File: config.mk
export PLATFORM = sky130hd
export DESIGN_NAME = data_memory_arbiter
export DESIGN_NICKNAME = d
export VERILOG_FILES = /design/src/rtl/data_memory_arbiter.sv
export SDC_FILE = /design/constraint.sdc
export NUM_CORES = 1
export LEC_CHECK = 0
export CELL_PAD_IN_SITES_DETAIL_PLACEMENT = 1
export CELL_PAD_IN_SITES_GLOBAL_PLACEMENT = 1
export CORE_MARGIN = 5
export CORE_UTILIZATION = 46
export DETAILED_ROUTE_END_ITERATION = 7
export DONT_BUFFER_PORTS = 1
export PLACE_DENSITY_LB_ADDON = 0.15
export SLEW_MARGIN = 20
export SYNTH_ARGS = -nofsm -noshare
export SYNTH_HDL_FRONTEND = slang
export SYNTH_SLANG_ARGS = --single-unit
export TNS_END_PERCENT = 100
File: constraint.sdc
create_clock -name clk -period 2.2 [get_ports clk]
set_clock_uncertainty 0.05 [all_clocks]
set_input_delay 0.44 -clock clk [delete_from_list [all_inputs] [get_ports clk]]
set_output_delay 0.44 -clock clk [all_outputs]
set_load 0.005 [all_outputs]
File: src/rtl/data_memory_arbiter.sv
// Two-requester arbiter/sequencer in front of a single-port data memory.
// CPU has fixed priority; a starvation counter force-grants DMA after MAX_WAIT denials.
module data_memory_arbiter #(
  parameter int unsigned ADDR_W    = 16,
  parameter int unsigned DATA_W    = 16,
  parameter int unsigned MEM_DEPTH = 1024,
  parameter int unsigned MAX_WAIT  = 4
) (
  input  logic              clk,
  input  logic              rst_n,

  input  logic              cpu_req_valid,
  output logic              cpu_req_ready,
  input  logic [ADDR_W-1:0] cpu_req_addr,
  input  logic [DATA_W-1:0] cpu_req_wdata,
  input  logic              cpu_req_we,
  output logic              cpu_rsp_valid,
  output logic [DATA_W-1:0] cpu_rsp_rdata,
  output logic              cpu_rsp_err,

  input  logic              dma_req_valid,
  output logic              dma_req_ready,
  input  logic [ADDR_W-1:0] dma_req_addr,
  input  logic [DATA_W-1:0] dma_req_wdata,
  input  logic              dma_req_we,
  output logic              dma_rsp_valid,
  output logic [DATA_W-1:0] dma_rsp_rdata,
  output logic              dma_rsp_err,

  output logic [ADDR_W-1:0] mem_address,
  output logic [DATA_W-1:0] mem_write_data,
  output logic              mem_write,
  input  logic [DATA_W-1:0] mem_read_data
);

  localparam int unsigned CNT_W = $clog2(MAX_WAIT + 1);
  localparam int unsigned CMP_W = (ADDR_W > 32) ? ADDR_W : 32;

  typedef enum logic {
    SRC_CPU = 1'b0,
    SRC_DMA = 1'b1
  } src_e;

  // Stage-B (access) registers
  logic              r_b_valid;
  src_e              r_b_src;
  logic              r_b_we;
  logic              r_b_err;
  logic [ADDR_W-1:0] r_mem_address;
  logic [DATA_W-1:0] r_mem_write_data;
  logic              r_mem_write;

  // Response registers
  logic              r_cpu_rsp_valid;
  logic [DATA_W-1:0] r_cpu_rsp_rdata;
  logic              r_cpu_rsp_err;
  logic              r_dma_rsp_valid;
  logic [DATA_W-1:0] r_dma_rsp_rdata;
  logic              r_dma_rsp_err;

  logic [CNT_W-1:0]  r_wait_cnt;

  logic              w_dma_forced;
  logic              w_cpu_grant;
  logic              w_dma_grant;
  logic              w_accept;
  src_e              w_sel_src;
  logic [ADDR_W-1:0] w_sel_addr;
  logic [DATA_W-1:0] w_sel_wdata;
  logic              w_sel_we;
  logic              w_sel_err;
  logic              w_rsp_cpu;
  logic              w_rsp_dma;
  logic              w_rsp_rd_ok;

  // Grant and request mux; ready is held low while in reset
  always_comb begin
    w_dma_forced = dma_req_valid && (r_wait_cnt == CNT_W'(MAX_WAIT));
    w_cpu_grant  = rst_n && cpu_req_valid && !w_dma_forced;
    w_dma_grant  = rst_n && dma_req_valid && (w_dma_forced || !cpu_req_valid);
    w_accept     = w_cpu_grant || w_dma_grant;
    w_sel_src    = w_dma_grant ? SRC_DMA : SRC_CPU;
    w_sel_addr   = w_dma_grant ? dma_req_addr  : cpu_req_addr;
    w_sel_wdata  = w_dma_grant ? dma_req_wdata : cpu_req_wdata;
    w_sel_we     = w_dma_grant ? dma_req_we    : cpu_req_we;
    w_sel_err    = CMP_W'(w_sel_addr) >= CMP_W'(MEM_DEPTH);
  end

  // Starvation counter: counts consecutive DMA denials, saturating
  always_ff @(posedge clk or negedge rst_n) begin
    if (!rst_n) begin
      r_wait_cnt <= '0;
    end else if (dma_req_valid && !w_dma_grant) begin
      if (r_wait_cnt != CNT_W'(MAX_WAIT)) begin
        r_wait_cnt <= r_wait_cnt + CNT_W'(1);
      end
    end else begin
      r_wait_cnt <= '0;
    end
  end

  // Stage B: latch accepted request; address/data hold when idle
  always_ff @(posedge clk or negedge rst_n) begin
    if (!rst_n) begin
      r_b_valid        <= 1'b0;
      r_b_src          <= SRC_CPU;
      r_b_we           <= 1'b0;
      r_b_err          <= 1'b0;
      r_mem_address    <= '0;
      r_mem_write_data <= '0;
      r_mem_write      <= 1'b0;
    end else begin
      r_b_valid   <= w_accept;
      r_mem_write <= w_accept && w_sel_we && !w_sel_err;
      if (w_accept) begin
        r_b_src          <= w_sel_src;
        r_b_we           <= w_sel_we;
        r_b_err          <= w_sel_err;
        r_mem_address    <= w_sel_addr;
        r_mem_write_data <= w_sel_wdata;
      end
    end
  end

  always_comb begin
    w_rsp_cpu   = r_b_valid && (r_b_src == SRC_CPU);
    w_rsp_dma   = r_b_valid && (r_b_src == SRC_DMA);
    w_rsp_rd_ok = !r_b_we && !r_b_err;
  end

  // Response stage: capture read data at the end of the access cycle
  always_ff @(posedge clk or negedge rst_n) begin
    if (!rst_n) begin
      r_cpu_rsp_valid <= 1'b0;
      r_cpu_rsp_rdata <= '0;
      r_cpu_rsp_err   <= 1'b0;
      r_dma_rsp_valid <= 1'b0;
      r_dma_rsp_rdata <= '0;
      r_dma_rsp_err   <= 1'b0;
    end else begin
      r_cpu_rsp_valid <= w_rsp_cpu;
      r_cpu_rsp_err   <= w_rsp_cpu && r_b_err;
      r_cpu_rsp_rdata <= (w_rsp_cpu && w_rsp_rd_ok) ? mem_read_data : '0;
      r_dma_rsp_valid <= w_rsp_dma;
      r_dma_rsp_err   <= w_rsp_dma && r_b_err;
      r_dma_rsp_rdata <= (w_rsp_dma && w_rsp_rd_ok) ? mem_read_data : '0;
    end
  end

  assign cpu_req_ready  = w_cpu_grant;
  assign dma_req_ready  = w_dma_grant;
  assign cpu_rsp_valid  = r_cpu_rsp_valid;
  assign cpu_rsp_rdata  = r_cpu_rsp_rdata;
  assign cpu_rsp_err    = r_cpu_rsp_err;
  assign dma_rsp_valid  = r_dma_rsp_valid;
  assign dma_rsp_rdata  = r_dma_rsp_rdata;
  assign dma_rsp_err    = r_dma_rsp_err;
  assign mem_address    = r_mem_address;
  assign mem_write_data = r_mem_write_data;
  assign mem_write      = r_mem_write;

endmodule

=== Yosys cells after proc, flatten, opt, wreduce, memory -nomap -nowiden ===
Cells that the tools add are included.

* Register bits after elaboration: 76
* Input bits: 86
* Output and inout bits: 71
* Word-level logic and storage cells: 51

* Add/subtract/negate cells: 1
* $lt $le $gt $ge: 1
* Equal/unequal tests: 3
* Mux-type cells: 8
* Bitwise logic cells: 1
* Reduce and logical (&&, ||, !) cells: 23

{| class="wikitable"
|+ Operator list
! cell !! count
|-
| $mux 16 || 4
|-
| $ge 16x11->1 const B || 1
|-
| $logic_and 1x1->1 || 15
|-
| $logic_not 1->1 || 6
|-
| $mux 3 || 2
|-
| $add 3x1->3 const B || 1
|-
| $eq 3x3->1 const B || 1
|-
| $ne 3x3->1 const B || 1
|-
| $logic_or 1x1->1 || 2
|-
| $mux 1 || 2
|-
| $ne 2x1->1 const B || 1
|-
| $not 1->1 || 1
|}

=== Depth between registers and ports, before layout ===
* Word-level depth: 8
* Mapped depth: 7
* Depth with buffers taken out: 5

=== Worst setup path before layout ===
OpenSTA, ideal clock, no wires.

* Path type: register -> register
* From: register r_wait_cnt[0]
* To: register r_mem_address[0] (netlist: mem_address[0])
* Setup time: 0.126 ns
* Data arrival time: 1.564 ns
* Data required time: 2.024 ns
* Slack: 0.460 ns
* Stages on the path, launching flop included: 8
* Buffers on the path: 2
* Period minus slack after synthesis: 1.740 ns
* Cell sequence: dfrtp_1 > inv_1 > ha_1 > nand3_2 > and3_4 > buf_6 > buf_6 > a221o_1

* Cells in the longest elaborated chain, start to end: 5
* Elaborated cells between the ends (all ways): 8
* Those cells by class: eq/ne: 1; mux: 1; reduce/logical: 6

{| class="wikitable"
|+ RTL lines
! element !! RTL line !! RTL
|-
| start, declared || 61 || <nowiki>logic [CNT_W-1:0] r_wait_cnt;</nowiki>
|-
| start signal, assigned || 95 || <nowiki>r_wait_cnt <= r_wait_cnt + CNT_W'(1);</nowiki>
|-
| $eq 3x3->1 (*) || 78 || <nowiki>w_dma_forced = dma_req_valid && (r_wait_cnt == CNT_W'(MAX_WAIT));</nowiki>
|-
| $logic_and 1x1->1 (*) || 78 ||
|-
| $logic_or 1x1->1 / $logic_not 1->1 (equally long branches) || 80, 79 ||
|-
| $logic_and 1x1->1 (on tied branches) || 80, 79 ||
|-
| $mux 16 / $logic_or 1x1->1 (equally long branches) || 83, 81 ||
|-
| end signal, assigned || 119 || <nowiki>r_mem_address <= w_sel_addr;</nowiki>
|-
| end, declared || 49 || <nowiki>logic [ADDR_W-1:0] r_mem_address;</nowiki>
|}

Mark *: on every way between the ends. The rest lies on a longest branch, timed or not.
A chain may end at the register's enable or synchronous reset.

=== Final worst setup path ===
* From: register r_wait_cnt[0]
* To: output dma_req_ready

* Cells in the longest elaborated chain, start to end: 4

{| class="wikitable"
|+ RTL lines
! element !! RTL line !! RTL
|-
| $eq 3x3->1 || 78 ||
|-
| $logic_and 1x1->1 || 78 ||
|-
| $logic_or 1x1->1 || 80 || <nowiki>w_dma_grant = rst_n && dma_req_valid && (w_dma_forced || !cpu_req_valid);</nowiki>
|-
| $logic_and 1x1->1 || 80 ||
|-
| end, declared || 22 || <nowiki>output logic dma_req_ready,</nowiki>
|}

No other way between the ends.

==> metrics.txt <==
Starting Density ~48%; CP delay by family, top compound AO/OA/AOI/OAI gates; Peak VDD IR roughly 0.43 mV; reg-to-reg startpoint r_wait_cnt[0]; first-pass GRT wire length 12180 um; RSZ-0062 raised after global routing true; CP cell instances inv_1, ha_1, a21boi_2, nor2_1; FFs w/ async S/R, synth 100.0%; Top FF cell, synth dfrtp_1; TritonCTS clock tree yes; status finished, violations left; Synth area leader dfrtp_1; R2R depth 5; Worst EP required around 1.7 ns; Final nets approximately 340; endpoints failing setup 0; YS warnings 0; number of fillers in the final layout between 600 and 700; Clock Root Buffer clkbuf_8; core area 0.006422 mm^2; critical path type flip-flop to output port; GRT met3 Usage 8.756%; #FFs+latches synth 76; syn_nets around 340; initial antenna violation count 1; Worst Tran Pin Value slightly below 0.6 ns; min Tclk post-route ~2.1 ns; top post-synthesis cells by count 76 x dfrtp_1, 35 x and2_1, 28 x and3_1; final hold violations 76; R2R setup slack between 0.2 and 0.25 ns; CP endpoint kind output port; top-area cell type share of the netlist area between 60% and 70%; die footprint around 0.0084 mm^2; post-route ant nets 0; synthesized area per cell ~12 um^2; H-tree depth 3; max cap viols 0; Synth cell types 35; Seq/Total Area, Yosys between 60% and 70%; Clock Path Buffers 2; Stages on worst setup path 4; routed len/inst 23.68 um; routing usage on met2 about 30%; critical-path maximum fanout 10; r2r endpoint r_b_err; Lkg Pwr between 1.5 and 2 nW; CP Launch Type flip-flop; Tcrit/Tclk final between 90 and 100%; critical path buffer and inverter count 1; cell row count 29; Final Wtd Congestion 0.7664; most heavily used metal layer in global routing met2; DRT iter0 DRCs 84; CTS Buf Count 9; drt pass-1 iters 4; total track usage 18.89%; max incr delay on CP between 0.3 and 0.4 ns; Max-Slew Margin vs Limit 61.44%; Die X-Extent 91.64 um; Slew Limit Fails 0; total grt overflow 0; met1 Use GR 22.45%; clock sink count 76; Mapped Cells between 200 and 300; PwrDens 906.3 mW/mm^2; I/O pins 157; Port-buffer cells 0; Finished Core Util a little over half; count leader, synth dfrtp_1; Post-synth EDFFs 0; clk slew on worst S/H paths approximately 0.080 ns; Post-Syn Area between 0.003 and 0.004 mm^2; area grow syn2layout 9.143%; ANT cells 0; failing checks negative hold slack; final WL a little under 8000 um; die extent in y 91.64 um; layout cells sized above 1 a little under an eighth; maximum clock frequency between 400 and 500 MHz; Crit-path slowest cell a21boi_2; Critical Path AT approximately 1.6 ns; via count around 2.1k; dpl hpwl approximately 5600 um; worst min path class input port to asynchronous set/reset pin; DR vias/cell between 6 and 7; Worst-Skew Late Latency approximately 0.34 ns; Hold WS -0.2644 ns; vias in the first global route between 2k and 2.5k; synth top area cells dfrtp_1 62%, a221o_1 8.5%, and2_1 7.1%; Remaining DRCs 0; largest net degree at the start of global routing between 80 and 90
==> metal layers <==
| metal | vias to the layer above | wire length (um) |
|---|---|---|
| li1 | 918 | - |
| met1 | 1029 | 3144 |
| met2 | 102 | 3734 |
| met3 | 11 | 873 |
| met4 | 2 | 121 |
| met5 | - | 13 |
==> through the flow <==
step | cells | setup WS [ns] | power (mW) | cell area [um^2] | setup TNS, ns
finish | 333 | 0.1408 | 3.032 | 3346 | 0
global route | 333 | -0.003478 | 3.169 | 3346 | -0.003478
CTS | 332 | 0.07749 | 3.072 | 3338 | 0
detailed placement | 316 | 0.2022 | 1.852 | 3104 | 0
global placement | 316 | 0.3132 | 1.844 | 3104 | 0
floorplan | 251 | 0.4601 | 1.785 | 3065 | 0
==> worst reg2reg max path, stage by stage (launching register included) <==
cell     delay, ns
dfrtp_1       0.39
inv_1         0.09
ha_1          0.30
a21bo_2       0.56
nand4_1       0.22
a31o_2        0.28
==> flip-flops by register name, indices dropped and copies added, names as in the netlist, 3 cells and up <==
signal	cells
cpu_rsp_rdata	16
dma_rsp_rdata	16
mem_address	16
mem_write_data	16
r_wait_cnt	3
==> cells in the final DEF (no fill, tap or decap), drive strengths merged, types with 2 or more instances in the layout <==
cell    instances
a21boi          4
a221o          26
a31oi           7
and2           36
and3           30
buf             5
bufinv          2
clkbuf         10
clkinv          2
dfrtp          76
ha              2
inv             5
nand2           5
nand3           7
nor2           12
nor3b           2
nor4            2
o211ai          2
o21ai           9
==> worst max-delay path by stage <==
stage                  startpoint             end
floorplan           r_wait_cnt[0]  mem_address[0]
global placement    r_wait_cnt[0]         r_b_err
detailed placement  r_wait_cnt[0]         r_b_err
CTS                 r_wait_cnt[0]   cpu_req_ready
global route        r_wait_cnt[0]   dma_req_ready
finish              r_wait_cnt[0]   dma_req_ready
==> what timing repair did <==
action                                  CTS  global route
buffers inserted                          0             0
endpoints found under the setup margin    0             2
resized for setup                         0             0
endpoints found under the hold margin    76            76
==> power breakdown <==
group	total (mW)	internal, mW	switching, mW
Sequential	1.60	1.51	0.0947
Clock	1.21	0.681	0.529
Combinational	0.221	0.109	0.112
==> cell families after synthesis <==
kind of cell	share of synthesized area (%)
AO/OA/AOI/OAI	14.78
flip-flops	62.04
AND/OR/NAND/NOR	18.65
adder cells (fa/ha/maj)	0.8162
buffers and inverters	3.714
==> final cells by class <==
cell class,count,area [um^2],share of cell area [%]
inverters,4,15.01,0.4488
repair buffers,5,37.54,1.122
flip-flops and latches,76,1902,56.84
multi-input cells,155,1061,31.71
well taps,77,96.34,2.880
clock inverters,6,96.34,2.880
clock buffers,10,137.6,4.114
Note: power is estimated with default switching activity, not from simulation.
